`src/rtl/not_32_pkg.sv`:
```
// Shared constants for the NOT-32 datapath slice.
package not_32_pkg;

    localparam int unsigned NOT32_WIDTH = 32;

    typedef logic [NOT32_WIDTH-1:0] word_t;

    localparam word_t NOT32_ZERO = '0;
    localparam word_t NOT32_ONES = '1;

endpackage : not_32_pkg

```
`src/rtl/not_32_reg_en.sv`:
```
// W-bit register with asynchronous active-high clear and load enable.
module not_32_reg_en #(
    parameter int unsigned W = 32
) (
    input  logic         clock,
    input  logic         clear,
    input  logic         en,
    input  logic [W-1:0] d,
    output logic [W-1:0] q
);

    // Capture d when enabled; clear forces zero at once and overrides en.
    always_ff @(posedge clock or posedge clear) begin
        if (clear) begin
            q <= '0;
        end else if (en) begin
            q <= d;
        end
    end

endmodule : not_32_reg_en

```
`src/rtl/not_32.sv`:
```
// ALU NOT operation: combinational one's complement plus a registered
// copy and a captured-zero flag for the result-capture stage.
module not_32
    import not_32_pkg::*;
#(
    parameter int unsigned WIDTH = NOT32_WIDTH
) (
    input  logic             clock,
    input  logic             clear,
    input  logic [WIDTH-1:0] Ra,
    input  logic             Rin,
    output logic [WIDTH-1:0] Rb,
    output logic [WIDTH-1:0] Rb_q,
    output logic             Zq
);

    logic       rb_zero;
    logic [0:0] zq_vec;

    // Result is independent of clock/clear so it stays valid with no clock.
    assign Rb      = ~Ra;
    assign rb_zero = ~|Rb;
    assign Zq      = zq_vec[0];

    not_32_reg_en #(
        .W(WIDTH)
    ) u_rb_q (
        .clock(clock),
        .clear(clear),
        .en   (Rin),
        .d    (Rb),
        .q    (Rb_q)
    );

    // Zq clears to 0 (not "value is zero"); it flags a captured zero result.
    not_32_reg_en #(
        .W(1)
    ) u_zq (
        .clock(clock),
        .clear(clear),
        .en   (Rin),
        .d    (rb_zero),
        .q    (zq_vec)
    );

endmodule : not_32

```
`config.mk`:
```
export PLATFORM = sky130hd
export DESIGN_NAME = not_32
export DESIGN_NICKNAME = d
export VERILOG_FILES = /design/src/rtl/not_32_pkg.sv /design/src/rtl/not_32_reg_en.sv /design/src/rtl/not_32.sv
export SDC_FILE = /design/constraint.sdc
export NUM_CORES = 1
export LEC_CHECK = 0
export CAP_MARGIN = 5
export CORE_ASPECT_RATIO = 0.8
export CORE_MARGIN = 5
export CORE_UTILIZATION = 37
export DETAILED_ROUTE_END_ITERATION = 12
export GPL_TIMING_DRIVEN = 0
export PLACE_DENSITY = 0.95
export SYNTH_ARGS = -nofsm -noshare
export SYNTH_HDL_FRONTEND = slang
export SYNTH_SLANG_ARGS = --single-unit
```
`constraint.sdc`:
```
create_clock -name clock -period 2.6 [get_ports clock]
set_input_delay 0.39 -clock clock [delete_from_list [all_inputs] [get_ports clock]]
set_output_delay 0.39 -clock clock [all_outputs]
set_load 0.02 [all_outputs]
```
After elaboration in Yosys (flattened, before gate mapping) --
Index checks and enable logic that the tools add are counted.
Operators by class: bitwise operators 1, reductions and logical operators 2
Operators with widths (count):
- $not A32 Y32 | 1
- $reduce_or A32 Y1 | 1
- $logic_not A1 Y1 | 1
Storage, ports and cells: bits of input ports 35, flip-flop bits (word level) 33, output and inout bits 65

Logic depth before layout (Yosys ltp) --
Gate-level depths: netlist of run 1.
depth in word-level cells 3, mapped depth 4, gate-level depth less buffers 3

By module --
Synthesis of run 1 repeated with hierarchy kept, for this count alone.
Unflattened totals: cell total of the unflattened synthesis 115, area, all modules 1581.5 um2
By module, submodules not included:
- not_32_reg_en at u_rb_q | instances 1, cells an instance 69, area an instance 1348.8 um2, sequential area each 800.8 um2
- not_32 | instances 1, cells an instance 43, area an instance 188.9 um2, sequential area each 0.0 um2
- not_32_reg_en at u_zq | instances 1, cells an instance 3, area an instance 43.8 um2, sequential area each 25.0 um2

Worst setup path before layout of run 1 --
No wires, ideal clock.
kind input to register, from input Rin, to register u_zq.q, stages 4, buffers on the path 1, setup time 0.092 ns, setup slack 1.227 ns, arrival 1.281 ns, cell sequence buf_4 > nand4_1 > or4_1 > o31ai_2
RTL lines:
- start: declaration | line not_32.sv:11 | input logic Rin,
- end signal: assignment | line not_32_reg_en.sv:15 | q <= '0;
- end signal: assignment | line not_32_reg_en.sv:17 | q <= d;
- end: declaration | line not_32_reg_en.sv:9 | output logic [W-1:0] q

Worst setup path in the final report of run 1 --
from input Ra[17], to output Rb[17]
Between the ends: word-level cells in the longest chain between the ends 1
Ends and longest elaborated chain:
- start: declaration | line not_32.sv:10 | input logic [WIDTH-1:0] Ra,
- $not A32 Y32 | line not_32.sv:21 | assign Rb = ~Ra;
- end: declaration | line not_32.sv:12 | output logic [WIDTH-1:0] Rb,
Every way passes these cells.

==> out/metrics.yaml, run 1 <==
logic_synthesis:
  synth.distinct_cells: 14
  syn_area_um2: 1381
  postSynthAreaPerCell_um2: 10.31
  synth_top_area_cell: "dfrtp_1"
  synth_top_cells_by_area: "dfrtp_1 60%, mux2_2 12%, inv_1 9.0%"
  synth_cells: 134
  synth_top_area_share_pct: 59.78
  synth_seq_cells: 33
  yosys_warnings: 0
  syn-num-nets: 169
  synth_seq_area_share_pct: 59.78
layout:
  layout-drive-gt1-share_pct: 10.42
  syn_to_final_growth_pct: 83.06
  fin_util_pct: 71.87
  stdcell_count: 282
  antenna_cells: 0
  final_nets: 275
  nFillCells: 261
power_and_ir_drop:
  cellLeakagePower_nw: 1.133
  power_density_nw_per_um2: 538.3
  ir_drop_v: 0.0003142
die:
  start_util_pct: 39.26
  die_y_um: 64.65
  row_count: 19
  die-area_um2: 5063
  core_area_um2: 3518
  die_x_um: 78.31
  io_pins: 100
grt:
  grt_pass1_vias: 1380
  antenna_found_initial: 0
  grt_pass1_wl_um: 6789
  grt_max_degree: 34
  grt_use_total_pct: 17.22
  grt-ovfl-total: 0
timing:
  setup_tns_ps: 0
  fin_worst_skew_ps: 0
  max_slew_margin_pct: 61.56
  hold_viol: 0
  post-route-period-util_pct: 73.65
  final_max_slew_viol_count: 0
  fmax_mhz: 522.2
  period_needed_ps: 1915
  holdWs_ps: 405.9
  tightest_slew_ps: 573.0
  grt_setup_unrepaired: "no"
  setup_ws_ps: 685.1
  setup_viol: 0
worst_setup_path:
  cp-endpoint: "Rb[17]"
  crit_start: "Ra[17]"
  crit_fanout: 3
  reg2regPathDepth: 1
  cp_slowest_stage_delay_ps: 600
  worstSetupPathType: "in -> out"
  r2r-end: "u_rb_q.q[9]"
  worstPathCellList: "clkdlybuf4s50_1 -> inv_1 -> clkdlybuf4s50_1"
  critPathCaptureType: "output pin"
  critical_path_buf_inv_count: 3
  cp_data_required_time_ps: 2210
  crit_slowest_cell: "clkdlybuf4s50_1"
  crit_top_cell: "clkdlybuf4s50_1"
  rr_startpoint: "u_rb_q.q[9]"
  worstSetupPathDepth: 3
  critPathLaunchType: "primary input"
  r2r_setup_slack_ps: 1830
  critical_path_arrival_ps: 1520
  crit_family: "buffers and inverters"
run_status:
  status: "finished clean"
clocking:
  cts_tree: "done"
  ctsResizeCount: 0
  worstSkewPairLatency_ps: 280
  clock_path_buffers: 2
  cts_root_buf: "clkbuf_8"
  cts_made_buffers: 5
  cts.sinks: 33
  htreeDepth: 2
  postCtsSetupBuffers: 0
  ctsHoldBuffers: 0
  clk_pin_slew_ps: 60
placed_design:
  preCtsSetupSlack_ps: 675.7
  dpl.hpwl_um: 3437
  io_buffers: 98
  routabilityCongestion: 0.6957
  place_inst: 274
drt:
  totalWireLength_um: 4175
  vias: 1334
  viasPerCell: 4.730
  drc: 0
  first_pass_iters: 4
  drt_iter0_drc: 62
  wire_per_inst_um: 14.80
  ant_nets: 0
flow_run:
  cap_violations: 0
min_path:
  hold_class: "in -> async"
-- through the flow --
| stage | cell area [um^2] | power, mW |
|---|---|---|
| 6_report | 2529 | 1.361 |
| 5_1_grt | 2529 | 1.436 |
| 4_1_cts | 2501 | 1.376 |
| 3_5_place_dp | 2415 | 0.9941 |
| 3_3_place_gp | 2415 | 0.9843 |
| 2_1_floorplan | 1381 | 0.7616 |
-- how the worst min path moves through the flow --
stage,startpoint,to,cells past startpoint
floorplan,Ra[11],u_rb_q.q[11],1
global placement,u_zq.q,u_zq.q,2
detailed placement,u_zq.q,u_zq.q,2
CTS,Rin,u_rb_q.q[10],2
global route,Rin,u_rb_q.q[10],2
finish,clear,u_rb_q.q[0],2
-- sequential cells by signal (all words and copies together), names as in the netlist --
register,flops
u_rb_q.q,32
u_zq.q,1
-- cell usage after synthesis --
library cell	instances
dfrtp_1	33
inv_1	33
a21oi_1	17
nor2_1	17
mux2_2	15
nand4_1	7
clkbuf_1	4
or4_1	2
buf_2	1
buf_4	1
nand2_1	1
nand2b_1	1
nand3_1	1
o31ai_2	1
-- area by class of cell --
| type | instances | area (um^2) | share of cell area [%] |
|---|---|---|---|
| well taps | 42 | 52.55 | 2.078 |
| clock buffers | 7 | 86.33 | 3.414 |
| plain buffers | 6 | 27.53 | 1.089 |
| repair buffers | 99 | 1008 | 39.88 |
| flip-flops and latches | 33 | 825.8 | 32.66 |
| inverters | 33 | 123.9 | 4.899 |
| multi-input cells | 62 | 404.1 | 15.98 |
-- cell usage in the layout (no fill, tap or decap) --
master	count
nand2b_1	1
a21oi_1	17
clkbuf_1	5
buf_16	1
dfrtp_1	33
or4_1	2
o31ai_2	1
mux2_2	15
nor2_1	17
nand2_1	1
clkinv_1	1
inv_1	32
buf_4	1
nand3_1	1
clkdlybuf4s50_1	98
buf_2	1
clkbuf_8	6
nand4_1	7
-- logic make-up (layout without fill, tap and decap cells) --
logic type / count (synthesis) / count (layout) / synth area share (%)
buffers and inverters: 39 / 145 / 10.96
AND/OR/NAND/NOR: 29 / 29 / 9.963
AO/OA/AOI/OAI: 18 / 18 / 7.065
flip-flops: 33 / 33 / 59.78
multiplexers: 15 / 15 / 12.23
-- layer usage --
metal / track usage, % / vias up / wire length, um
met5: 0 / - / 0
met4: 4.585 / 0 / 36
met3: 6.648 / 5 / 410
met2: 30.45 / 62 / 2159
met1: 19.65 / 631 / 1568
li1: - / 636 / -
-- where the power goes --
group          switching [mW]  internal, mW  total (mW)
Clock                   0.167         0.210       0.376
Sequential             0.0243         0.561       0.585
Combinational           0.193         0.207       0.400
Total                   0.384         0.977        1.36
(Power assumes the default switching activity.)
==> inputs of run 2 (changes only) <==
- CORE_UTILIZATION: 37 -> 34
- PLACE_DENSITY: 0.95 -> 0.89
- clock period: 2.6 -> 1.8 ns (I/O delays scaled with it)
==> out/metrics.yaml, run 2 (synthesized netlist as in run 1, its figures left out) <==
power_and_ir_drop:
  cellLeakagePower_nw: 1.130  # -0.29%
  ir_drop_v: 0.0005363  # +71%
  power_density_nw_per_um2: 772.2  # +43%
die:
  start_util_pct: 35.84  # -3.4 points
  die-area_um2: 5445  # +7.6%
  io_pins: 100  # unchanged
  die_x_um: 81.26  # +3.8%
  die_y_um: 67.01  # +3.7%
  row_count: 20  # +1
  core_area_um2: 3854  # +9.5%
worst_setup_path:
  r2r_setup_slack_ps: 1030  # -800 ps
  critical_path_arrival_ps: 1420  # -100 ps
  critPathCaptureType: "output pin"
  critPathLaunchType: "primary input"
  crit_family: "buffers and inverters"
  cp_slowest_stage_delay_ps: 610  # about the same
  crit_start: "Ra[4]"
  r2r-end: "u_rb_q.q[7]"
  worstSetupPathType: "in -> out"
  reg2regPathDepth: 1  # unchanged
  rr_startpoint: "u_rb_q.q[7]"
  critical_path_buf_inv_count: 3  # unchanged
  worstPathCellList: "clkdlybuf4s50_1 -> inv_1 -> clkdlybuf4s50_1"
  crit_fanout: 2  # -1
  crit_slowest_cell: "clkdlybuf4s50_1"
  crit_top_cell: "clkdlybuf4s50_1"
  cp_data_required_time_ps: 1530  # -680 ps
min_path:
  hold_class: "in -> async"
timing:
  holdWs_ps: 213.6  # -192.3 ps
  period_needed_ps: 1690
  hold_viol: 0  # unchanged
  setup_tns_ps: 0  # unchanged
  tightest_slew_ps: 463.1  # -109.9 ps
  setup_viol: 0  # unchanged
  fin_worst_skew_ps: 0  # unchanged
  final_max_slew_viol_count: 0  # unchanged
  fmax_mhz: 591.8
  grt_setup_unrepaired: "no"
  post-route-period-util_pct: 93.87
  max_slew_margin_pct: 69.13  # +7.6 points
run_status:
  status: "finished clean"
clocking:
  ctsResizeCount: 0  # unchanged
  clock_path_buffers: 2  # unchanged
  clk_pin_slew_ps: 60  # about the same
  htreeDepth: 2  # unchanged
  cts.sinks: 33  # unchanged
  postCtsSetupBuffers: 0  # unchanged
  cts_tree: "done"
  cts_root_buf: "clkbuf_8"
  worstSkewPairLatency_ps: 270  # about the same
  ctsHoldBuffers: 0  # unchanged
  cts_made_buffers: 5  # unchanged
grt:
  grt_use_total_pct: 15.79  # -1.4 points
  antenna_found_initial: 0  # unchanged
  grt-ovfl-total: 0  # unchanged
  grt_pass1_vias: 1354  # -1.9%
  grt_max_degree: 34  # unchanged
  grt_pass1_wl_um: 6437  # -5.2%
layout:
  final_common_cell: "clkdlybuf4s50_1"
  top_regs: "u_rb_q.q (32), u_zq.q (1)"
  nFillCells: 309  # +18%
  layout-drive-gt1-share_pct: 10.42  # unchanged
  stdcell_count: 295  # +4.6%
  largest_reg_flops: 32  # unchanged
  top_register: "u_rb_q.q"
  final_nets: 275  # unchanged
  fin_util_pct: 65.84  # -6.0 points
  syn_to_final_growth_pct: 83.70
  final_cell_mix: "98 x clkdlybuf4s50_1, 33 x dfrtp_1, 32 x inv_1"
  antenna_cells: 0  # unchanged
drt:
  vias: 1303  # -2.3%
  wire_per_inst_um: 13.93  # -5.9%
  totalWireLength_um: 4109  # -1.6%
  first_pass_iters: 4  # unchanged
  drt_iter0_drc: 37  # -40%
  ant_nets: 0  # unchanged
  drc: 0  # unchanged
  viasPerCell: 4.417  # -6.6%
placed_design:
  dpl.hpwl_um: 3306  # -3.8%
  place_inst: 287  # +4.7%
  io_buffers: 98  # unchanged
  routabilityCongestion: 0.7223  # +3.8%
flow_run:
  cap_violations: 0  # unchanged
[run 2: per-stage QoR]
| step | worst slack, ps | total power, mW | area (um^2) |
|---|---|---|---|
| 3_5_place_dp | 7.624 | 1.434 | 2431 |
| 4_1_cts | 93.51 | 1.983 | 2517 |
| 3_3_place_gp | 31.01 | 1.424 | 2431 |
| 6_report | 110.4 | 1.960 | 2537 |
| 5_1_grt | 54.46 | 2.060 | 2537 |
| 2_1_floorplan | 547.4 | 1.100 | 1381 |
[run 2: where the power goes]
group | switching [mW] | total, mW | internal, mW
logic | 0.279 | 0.576 | 0.297
clock network | 0.237 | 0.540 | 0.303
registers | 0.0339 | 0.844 | 0.810
[run 2: worst max-delay path by stage]
stage	end	slack (ps)	depth (start not counted)
finish	Rb[4]	110	3
global route	Rb[4]	50	3
CTS	Rb[4]	90	3
detailed placement	u_rb_q.q[21]	8	2
global placement	u_zq.q	30	4
floorplan	u_zq.q	550	4
[run 2: metal layers]
layer	track usage [%]	wire (um)	up-vias	part of all wire, %
li1	-	-	633	-
met5	0	0	-	0
met2	25.20	1920	57	47
met3	7.162	486	2	12
met1	19.36	1693	611	41
met4	3.797	10	0	0.24
[run 2: layout make-up]
| type | count | area [um^2] | share of cell area, % |
|---|---|---|---|
| Inverter | 33 | 123.9 | 4.882 |
| Tap cell | 55 | 68.82 | 2.712 |
| Sequential cell | 33 | 825.8 | 32.54 |
| Timing Repair Buffer | 99 | 1001 | 39.45 |
| Clock buffer | 7 | 86.33 | 3.402 |
| Multi-Input combinational cell | 62 | 404.1 | 15.93 |
| Buffer | 6 | 27.53 | 1.085 |
